[src/rtl/cla_addsub_pipe.sv]
// Pipelined carry-lookahead adder/subtractor: 4-bit lookahead groups feeding a
// flat group-carry lookahead unit, with valid/ready handshakes on both sides.
module cla_addsub_pipe #(
  parameter int WIDTH  = 32,
  parameter int GROUP  = 4,
  parameter int STAGES = 2
) (
  input  logic             clk,
  input  logic             rst_n,
  input  logic             in_valid,
  output logic             in_ready,
  input  logic [WIDTH-1:0] a,
  input  logic [WIDTH-1:0] b,
  input  logic             cin,
  input  logic             sub,
  output logic             out_valid,
  input  logic             out_ready,
  output logic [WIDTH-1:0] sum,
  output logic             cout,
  output logic             ovf,
  output logic             zero
);

  localparam int NG = WIDTH / GROUP;

  if (GROUP != 4) begin : g_bad_group
    $error("cla_addsub_pipe: GROUP must be 4");
  end
  if ((WIDTH % GROUP) != 0 || WIDTH < 4 || WIDTH > 64) begin : g_bad_width
    $error("cla_addsub_pipe: WIDTH must be a multiple of GROUP in 4..64");
  end
  if (STAGES != 1 && STAGES != 2) begin : g_bad_stages
    $error("cla_addsub_pipe: STAGES must be 1 or 2");
  end

  // Group generate and per-bit carry into each bit assuming group carry-in 0.
  function automatic logic grp_gen(input logic [3:0] g, input logic [3:0] p);
    return g[3] | (p[3] & g[2]) | (p[3] & p[2] & g[1]) | (p[3] & p[2] & p[1] & g[0]);
  endfunction

  function automatic logic [3:0] grp_prefix_gen(input logic [3:0] g, input logic [3:0] p);
    logic [3:0] c;
    c[0] = 1'b0;
    c[1] = g[0];
    c[2] = g[1] | (p[1] & g[0]);
    c[3] = g[2] | (p[2] & g[1]) | (p[2] & p[1] & g[0]);
    return c;
  endfunction

  function automatic logic [3:0] grp_prefix_prop(input logic [3:0] p);
    logic [3:0] q;
    q[0] = 1'b1;
    q[1] = p[0];
    q[2] = p[1] & p[0];
    q[3] = p[2] & p[1] & p[0];
    return q;
  endfunction

  logic [WIDTH-1:0] w_beff, w_g, w_p, w_gpre;
  logic [NG-1:0]    w_pg, w_gg;
  logic             w_c0;

  always_comb begin
    w_beff = b ^ {WIDTH{sub}};
    w_g    = a & w_beff;
    w_p    = a ^ w_beff;
    w_c0   = sub | cin;
    w_pg   = '0;
    w_gg   = '0;
    w_gpre = '0;
    for (int k = 0; k < NG; k++) begin
      w_pg[k] = &w_p[k*4 +: 4];
      w_gg[k] = grp_gen(w_g[k*4 +: 4], w_p[k*4 +: 4]);
      w_gpre[k*4 +: 4] = grp_prefix_gen(w_g[k*4 +: 4], w_p[k*4 +: 4]);
    end
  end

  logic [NG-1:0]    w_s_pg, w_s_gg;
  logic [WIDTH-1:0] w_s_p, w_s_gpre;
  logic             w_s_c0;
  logic             w_accept, w_ld_out;
  logic             r_v2;

  assign w_accept = in_valid & in_ready;

  if (STAGES == 2) begin : g_two
    logic             r_v1;
    logic [NG-1:0]    r_pg, r_gg;
    logic [WIDTH-1:0] r_p, r_gpre;
    logic             r_c0;

    assign w_ld_out = r_v1 & (~r_v2 | out_ready);
    assign in_ready = ~r_v1 | w_ld_out;

    always_ff @(posedge clk or negedge rst_n) begin
      if (!rst_n) begin
        r_v1   <= 1'b0;
        r_pg   <= '0;
        r_gg   <= '0;
        r_p    <= '0;
        r_gpre <= '0;
        r_c0   <= 1'b0;
      end else begin
        if (w_accept)      r_v1 <= 1'b1;
        else if (w_ld_out) r_v1 <= 1'b0;
        // Data only moves with an accepted beat, so idle X operands never enter.
        if (w_accept) begin
          r_pg   <= w_pg;
          r_gg   <= w_gg;
          r_p    <= w_p;
          r_gpre <= w_gpre;
          r_c0   <= w_c0;
        end
      end
    end

    assign w_s_pg   = r_pg;
    assign w_s_gg   = r_gg;
    assign w_s_p    = r_p;
    assign w_s_gpre = r_gpre;
    assign w_s_c0   = r_c0;
  end else begin : g_one
    assign w_ld_out = w_accept;
    assign in_ready = ~r_v2 | out_ready;
    assign w_s_pg   = w_pg;
    assign w_s_gg   = w_gg;
    assign w_s_p    = w_p;
    assign w_s_gpre = w_gpre;
    assign w_s_c0   = w_c0;
  end

  logic [NG:0]      w_cg;
  logic [WIDTH-1:0] w_cb, w_sum;
  logic             w_cout, w_ovf, w_zero;
  logic             t_acc, t_term;

  // Each group carry is a flat sum of products over all lower groups.
  always_comb begin
    w_cg    = '0;
    w_cg[0] = w_s_c0;
    t_acc   = 1'b0;
    t_term  = 1'b0;
    for (int k = 1; k <= NG; k++) begin
      t_acc = w_s_c0;
      for (int m = 0; m < k; m++) t_acc = t_acc & w_s_pg[m];
      for (int j = 0; j < k; j++) begin
        t_term = w_s_gg[j];
        for (int m = j + 1; m < k; m++) t_term = t_term & w_s_pg[m];
        t_acc = t_acc | t_term;
      end
      w_cg[k] = t_acc;
    end
  end

  always_comb begin
    w_cb = '0;
    for (int k = 0; k < NG; k++) begin
      w_cb[k*4 +: 4] = w_s_gpre[k*4 +: 4]
                     | (grp_prefix_prop(w_s_p[k*4 +: 4]) & {4{w_cg[k]}});
    end
    w_sum  = w_s_p ^ w_cb;
    w_cout = w_cg[NG];
    w_ovf  = w_cb[WIDTH-1] ^ w_cg[NG];
    w_zero = ~|w_sum;
  end

  logic [WIDTH-1:0] r_sum;
  logic             r_cout, r_ovf, r_zero;

  always_ff @(posedge clk or negedge rst_n) begin
    if (!rst_n) begin
      r_v2   <= 1'b0;
      r_sum  <= '0;
      r_cout <= 1'b0;
      r_ovf  <= 1'b0;
      r_zero <= 1'b0;
    end else begin
      if (w_ld_out)       r_v2 <= 1'b1;
      else if (out_ready) r_v2 <= 1'b0;
      if (w_ld_out) begin
        r_sum  <= w_sum;
        r_cout <= w_cout;
        r_ovf  <= w_ovf;
        r_zero <= w_zero;
      end
    end
  end

  assign out_valid = r_v2;
  assign sum       = r_sum;
  assign cout      = r_cout;
  assign ovf       = r_ovf;
  assign zero      = r_zero;

endmodule

[config.mk]
export PLATFORM = sky130hd
export DESIGN_NAME = cla_addsub_pipe
export DESIGN_NICKNAME = d
export VERILOG_FILES = /design/src/rtl/cla_addsub_pipe.sv
export SDC_FILE = /design/constraint.sdc
export NUM_CORES = 1
export LEC_CHECK = 0
export BUFFER_PORTS_ARGS = -buffer_cell sky130_fd_sc_hd__buf_4
export CAP_MARGIN = 10
export CORE_ASPECT_RATIO = 1.2
export CORE_MARGIN = 1
export CORE_UTILIZATION = 39
export CTS_BUF_LIST = sky130_fd_sc_hd__clkbuf_4 sky130_fd_sc_hd__clkbuf_8 sky130_fd_sc_hd__clkbuf_16
export CTS_CLUSTER_DIAMETER = 30
export DETAILED_ROUTE_END_ITERATION = 16
export PLACE_DENSITY = 0.62
export SETUP_SLACK_MARGIN = 0.02
export SLEW_MARGIN = 5
export SYNTH_ARGS = -nofsm -noshare
export SYNTH_HDL_FRONTEND = slang
export SYNTH_SLANG_ARGS = --single-unit
[constraint.sdc]
create_clock -name clk -period 3.48 [get_ports clk]
set_input_delay 0.696 -clock clk [delete_from_list [all_inputs] [get_ports clk]]
set_output_delay 0.696 -clock clk [all_outputs]
set_load 0.01 [all_outputs]
==> results of run 1 <==
==> worst max path at each step <==
stage                  endpoint  slack (ns)
3_3_place_gp   zero$_DFFE_PN0P_        0.39
6_report       zero$_DFFE_PN0P_        0.29
3_5_place_dp   zero$_DFFE_PN0P_        0.32
5_1_grt        zero$_DFFE_PN0P_        0.05
2_1_floorplan  zero$_DFFE_PN0P_        0.57
4_1_cts        zero$_DFFE_PN0P_        0.28
==> per-layer routing <==
metal | part of all wire | global-route usage
met4 | 0.014 | 0.0628
met1 | 0.45 | 0.253
met3 | 0.042 | 0.0348
met5 | 0 | 0
met2 | 0.50 | 0.328
==> Yosys cell counts (2+ instances only) <==
library cell,n,area [um2]
nand2_1,56,210
nor2_1,15,56.3
xnor2_1,2,17.5
a311oi_1,3,26.3
nor3b_1,2,15.0
buf_2,2,10.0
xor2_1,42,368
or3_1,5,31.3
a211oi_1,4,30.0
clkbuf_1,14,52.6
nor4_1,4,25.0
a41o_1,5,50.1
and2_1,6,37.5
o211ai_1,4,30.0
a22oi_1,4,30.0
buf_1,8,30.0
nor2b_1,3,18.8
o21ai_1,2,10.0
and4_1,2,17.5
a21o_1,17,128
ha_1,40,500
dfrtp_1,110,2750
a41oi_1,2,17.5
mux2_2,63,709
o21ai_0,41,205
nand3_1,8,40.0
a31oi_1,2,12.5
nor3_1,5,25.0
nand4_1,20,125
inv_1,8,30.0
mux2i_1,2,20.0
o31ai_1,2,15.0
nand2b_1,3,18.8
a21oi_1,19,95.1
o21a_1,2,15.0
or2_2,2,12.5
==> power by group through the flow <==
stage	clock network, uW	logic [uW]	registers [uW]
floorplan	0	839	1940
global placement	0	1470	1990
detailed placement	0	1500	2000
CTS	1230	1510	1970
global route	1280	1660	2020
finish	1210	1500	1970
==> final cells by class <==
class | instances | area share
Clock inverter | 3 | 0.0122
Clock buffer | 12 | 0.0361
Multi-Input combinational cell | 406 | 0.423
Inverter | 9 | 0.00458
Sequential cell | 110 | 0.373
Timing Repair Buffer | 111 | 0.116
Tap cell | 204 | 0.0346
==> sequential cells by signal (all words and copies together), names as in the netlist <==
| name | cells |
|---|---|
| sum | 32 |
| g_two.r_gpre | 24 |
| g_two.r_v1 | 1 |
| g_two.r_gg | 8 |
| zero | 1 |
| g_two.r_pg | 8 |
| out_valid | 1 |
| g_two.r_c0 | 1 |
| g_two.r_p | 32 |
| cout | 1 |
| ovf | 1 |
==> critical path: stages, from the launching register on <==
cell and delay (ns):
dfrtp_2 0.46, a211o_4 0.39, a2111oi_4 0.37, nor2_1 0.16
a21o_1 0.22, ha_1 0.19, or3_1 0.37, a22oi_1 0.20
and4b_1 0.20, nand4_1 0.09, nor4b_1 0.26, nand4_1 0.13
nand2_1 0.09
==> kinds of logic (layout without fill, tap and decap cells) <==
logic type / count (synthesis) / in the layout / synth area share
AOI/OAI and AO/OA: 121 / 121 / 0.138
DFF: 110 / 110 / 0.459
muxes: 65 / 65 / 0.122
adders and majority gates: 40 / 40 / 0.0835
and+or+nand+nor: 136 / 136 / 0.113
buffers and inverters: 33 / 135 / 0.0211
xor gates and xnor gates: 44 / 44 / 0.0643
==> through the flow <==
stage                util  cell area (um2)  hold slack (ns)
floorplan               -             5990            0.400
global placement    0.467             7020            0.463
CTS                 0.491             7370            0.418
detailed placement  0.467             7020            0.467
global route        0.491             7380            0.454
finish              0.491             7380            0.394
==> repair_timing <==
item	CTS	global route
endpoints found under the hold margin	0	0
endpoints found under the setup margin	0	1
setup buffers	0	0
gates resized for setup	0	1
==> results_dict.tcl, run 1 <==
set metrics [dict create \
    clkTransAtPathRegs_ns 0.07 \
    required_ns 3.76 \
    rsz0062_at_grt "false" \
    total_power_uw 4670 \
    wire_per_inst_um 17.0 \
    comb_power_share 0.320 \
    dp_slack_ns 0.316 \
    power.density_nw_per_um2 634 \
    finalClockSkew_ns 0.00471 \
    r2r_start "g_two.r_c0$_DFFE_PN0P_" \
    switchingPower_uw 1530 \
    cts_max_path_buffers 2 \
    finalCritPeriodShare 0.916 \
    outcome "finished clean" \
    fin_ws_ns 0.292 \
    peakVddDrop_v 0.000293 \
    cts_tree "done" \
    worstSetupPathType "reg2reg" \
    instances_no_fill 855 \
    p_leak_uw 0.00346 \
    synth.distinct_cells 56 \
    worstPathMaxFanout 8 \
    layout_common_cells "dfrtp_1, buf_4, mux2_2" \
    cp.arrival_ns 3.47 \
    synthArstFlopShare 1.00 \
    synth_fp_nets 659 \
    drt_iter0_drc 223 \
    track_usage 0.195 \
    n_fill_cell 1391 \
    grt.overflow.total 0 \
    antenna_found_initial 0 \
    r2r_cells 12 \
    cts_hold_buf 0 \
    vias_per_cell 5.31 \
    grt_pass1_wl_mm 23.5 \
    antenna_cells 0 \
    placed_cells 840 \
    multi_input_area_um2 3120 \
    min_period_ns 3.19 \
    vias 4543 \
    power_frac_seq 0.422 \
    register_area_um2 2750 \
    max_freq_mhz 314 \
    critPathLaunchType "flop" \
    io_buffers 106 \
    area_growth_pct 23.0 \
    rows 49 \
    tightest_slew_ns 0.711 \
    drive_gt1_frac 0.307 \
    routed_wirelength_mm 14.5 \
    fp.dieH_um 138 \
    fin_tns_setup_ns 0 \
    synth_warnings 0 \
    cts_buffers 9 \
    firstDrtPassIters 4 \
    synth_enable_flop_cells 0 \
    antenna_left 0 \
    synthesis.area_um2 5990 \
    drc 0 \
    slew_headroom 0.526 \
    grt_pass1_vias 4517 \
    fp.dieW_um 115 \
    r2r_setup_slack_ns 0.29 \
    h-tree-depth 3 \
    setup_viol 0 \
    cts.sink_count 110 \
    io_pins 107 \
    dieArea_um2 15900 \
    avgSynthCellArea_um2 10.9 \
    hold_viol_final 0 \
    crit_path_start "g_two.r_c0$_DFFE_PN0P_" \
    internal_power_uw 3150 \
    dp_hpwl_mm 11.2 \
    grt_max_degree 59 \
    synthFlopType "dfrtp_1" \
    insertion_delay_ns 0.34 \
    clockPowerShare 0.258 \
    seq_area_frac_synth 0.459 \
    nets 757 \
    postSynthCellCount 549 \
    max_cap_violations 0 \
    ys_ff_latch 110 \
    start_util 0.399 \
    placeableCoreArea_um2 15000 \
    end_kind "flop" \
    place.gp.congestion 0.880 \
    cts_root_buf "clkbuf_16" \
    swShare 0.327 \
    min_path_type "in2async" \
    r2r_end "zero$_DFFE_PN0P_" \
    maxSlewViolCount 0 \
]
(Power assumes the default switching activity.)
==> run 2: changes to the inputs <==
--- a/config.mk
+++ b/config.mk
@@ -9,11 +9,11 @@
 export CAP_MARGIN = 10
 export CORE_ASPECT_RATIO = 1.2
 export CORE_MARGIN = 1
-export CORE_UTILIZATION = 39
+export CORE_UTILIZATION = 40
 export CTS_BUF_LIST = sky130_fd_sc_hd__clkbuf_4 sky130_fd_sc_hd__clkbuf_8 sky130_fd_sc_hd__clkbuf_16
 export CTS_CLUSTER_DIAMETER = 30
 export DETAILED_ROUTE_END_ITERATION = 16
-export PLACE_DENSITY = 0.62
+export PLACE_DENSITY = 0.63
 export SETUP_SLACK_MARGIN = 0.02
 export SLEW_MARGIN = 5
 export SYNTH_ARGS = -nofsm -noshare
==> results_dict.tcl, run 2 (synthesized netlist as in run 1, its figures left out) <==
set metrics [dict create \
    p_leak_uw 0.00344 \
    cts_tree "done" \
    post_cts_resized 0 \
    clockPowerShare 0.243 \
    setup_viol 0 \
    grt_pass1_wl_mm 23.6 \
    peakVddDrop_v 0.000272 \
    drive_gt1_frac 0.307 \
    routed_wirelength_mm 14.5 \
    drt_iter0_drc 185 \
    min_path_type "in2async" \
    cts_buffers 9 \
    critPathLaunchType "flop" \
    maxSlewViolCount 0 \
    n_fill_cell 1320 \
    cts_root_buf "clkbuf_16" \
    dp_slack_ns 0.335 \
    instances_no_fill 852 \
    cp_slowest_cell "dfrtp_1" \
    dp_hpwl_mm 11.3 \
    rows 48 \
    hold_viol_final 0 \
    track_usage 0.200 \
    max_cap_violations 0 \
    grt.overflow.total 0 \
    tightest_slew_ns 0.869 \
    crit_top_cell "nand4_1" \
    rsz0062_at_grt "false" \
    min_period_ns 3.22 \
    outcome "finished clean" \
    cts_hold_buf 0 \
    placed_cells 836 \
    clkTransAtPathRegs_ns 0.07 \
    power_frac_seq 0.431 \
    comb_power_share 0.325 \
    placeableCoreArea_um2 14500 \
    swShare 0.337 \
    r2r_setup_slack_ns 0.26 \
    fin_hold_ws_ns 0.457 \
    fp.dieH_um 136 \
    nets 757 \
    insertion_delay_ns 0.35 \
    r2r_start "g_two.r_c0$_DFFE_PN0P_" \
    io_pins 107 \
    finalCritPeriodShare 0.925 \
    grt_pass1_vias 4613 \
    vias_per_cell 5.37 \
    fin_ws_ns 0.260 \
    io_buffers 106 \
    grt_max_degree 68 \
    power.density_nw_per_um2 624 \
    end_kind "flop" \
    cts_max_path_buffers 2 \
    internal_power_uw 3040 \
    r2r_end "zero$_DFFE_PN0P_" \
    worstPathMaxFanout 8 \
    max_freq_mhz 311 \
    dieArea_um2 15500 \
    slowest_delay_ns 0.47 \
    crit_family "simple AND/OR/NAND/NOR gates" \
    r2r_cells 12 \
    path_cells "a211o_4 > a2111oi_4 > nor2_1 > a21o_1 > ha_1 > or3_1 > a22oi_1 > and4b_1 > nand4_1 > nor4b_1 > nand4_1 > nand2_1" \
    path_buf_inv 0 \
    switchingPower_uw 1540 \
    h-tree-depth 3 \
    wire_per_inst_um 17.0 \
    cts.sink_count 110 \
    fin_tns_setup_ns 0 \
    area_growth_pct 22.4 \
    post-cts-setup-buffers 0 \
    slew_headroom 0.421 \
    layout_commonest_cell "dfrtp_1" \
    place.gp.congestion 0.857 \
    antenna_found_initial 0 \
    layout_common_cells "dfrtp_1, buf_4, mux2_2" \
    firstDrtPassIters 4 \
    finalClockSkew_ns 0.00559 \
    drc 0 \
    start_util 0.412 \
    antenna_left 0 \
    fp.dieW_um 114 \
    worstSetupPathType "reg2reg" \
    antenna_cells 0 \
    cp.arrival_ns 3.52 \
    vias 4573 \
    required_ns 3.78 \
]
## run 2: cell count changes in the layout (fill, tap and decap cells not counted)
cell,change
clkbuf_8,-2
clkinvlp_4,+2
dfrtp_2,-1
clkinv_2,+2
bufinv_16,-1
dfrtp_1,+1
## run 2: cell type report
class                      count  area, um2  share of cell area
multi-input combinational    406       3120               0.425
sequential                   110       2750               0.375
timing repair buffer         111        858               0.117
tap                          200        250              0.0341
clock buffer                  10        239              0.0326
clock inverter                 6       85.1              0.0116
inverter                       9       33.8             0.00460
## run 2: stage by stage
step                instance area [um2]  total power, uW  utilization
finish                             7340             4580        0.505
global route                       7340             4840        0.505
CTS                                7340             4610        0.505
detailed placement                 7010             3490        0.483
global placement                   7010             3450        0.483
floorplan                          5990             2780            -
## run 2: worst max path at each step
stage                           start               end  slack, ns  cells after the start
4_1_cts        g_two.r_c0$_DFFE_PN0P_  zero$_DFFE_PN0P_       0.31                     12
3_3_place_gp   g_two.r_c0$_DFFE_PN0P_  zero$_DFFE_PN0P_       0.38                     12
3_5_place_dp   g_two.r_c0$_DFFE_PN0P_  zero$_DFFE_PN0P_       0.34                     12
5_1_grt        g_two.r_c0$_DFFE_PN0P_  zero$_DFFE_PN0P_       0.03                     12
2_1_floorplan  g_two.r_c0$_DFFE_PN0P_  zero$_DFFE_PN0P_       0.57                     12
6_report       g_two.r_c0$_DFFE_PN0P_  zero$_DFFE_PN0P_       0.26                     12
## run 2: metal layers
metal,global-route usage,part of all wire,vias up
li1,-,-,2203
met5,0,0,-
met4,0.101,0.031,0
met3,0.0383,0.041,32
met2,0.331,0.48,114
met1,0.248,0.45,2224
## run 2: power by group through the flow
stage | clock network (uW) | logic, uW | registers (uW)
5_1_grt | 1170 | 1650 | 2020
3_5_place_dp | 0 | 1490 | 2000
4_1_cts | 1130 | 1500 | 1980
6_report | 1110 | 1490 | 1970
3_3_place_gp | 0 | 1470 | 1980
2_1_floorplan | 0 | 839 | 1940
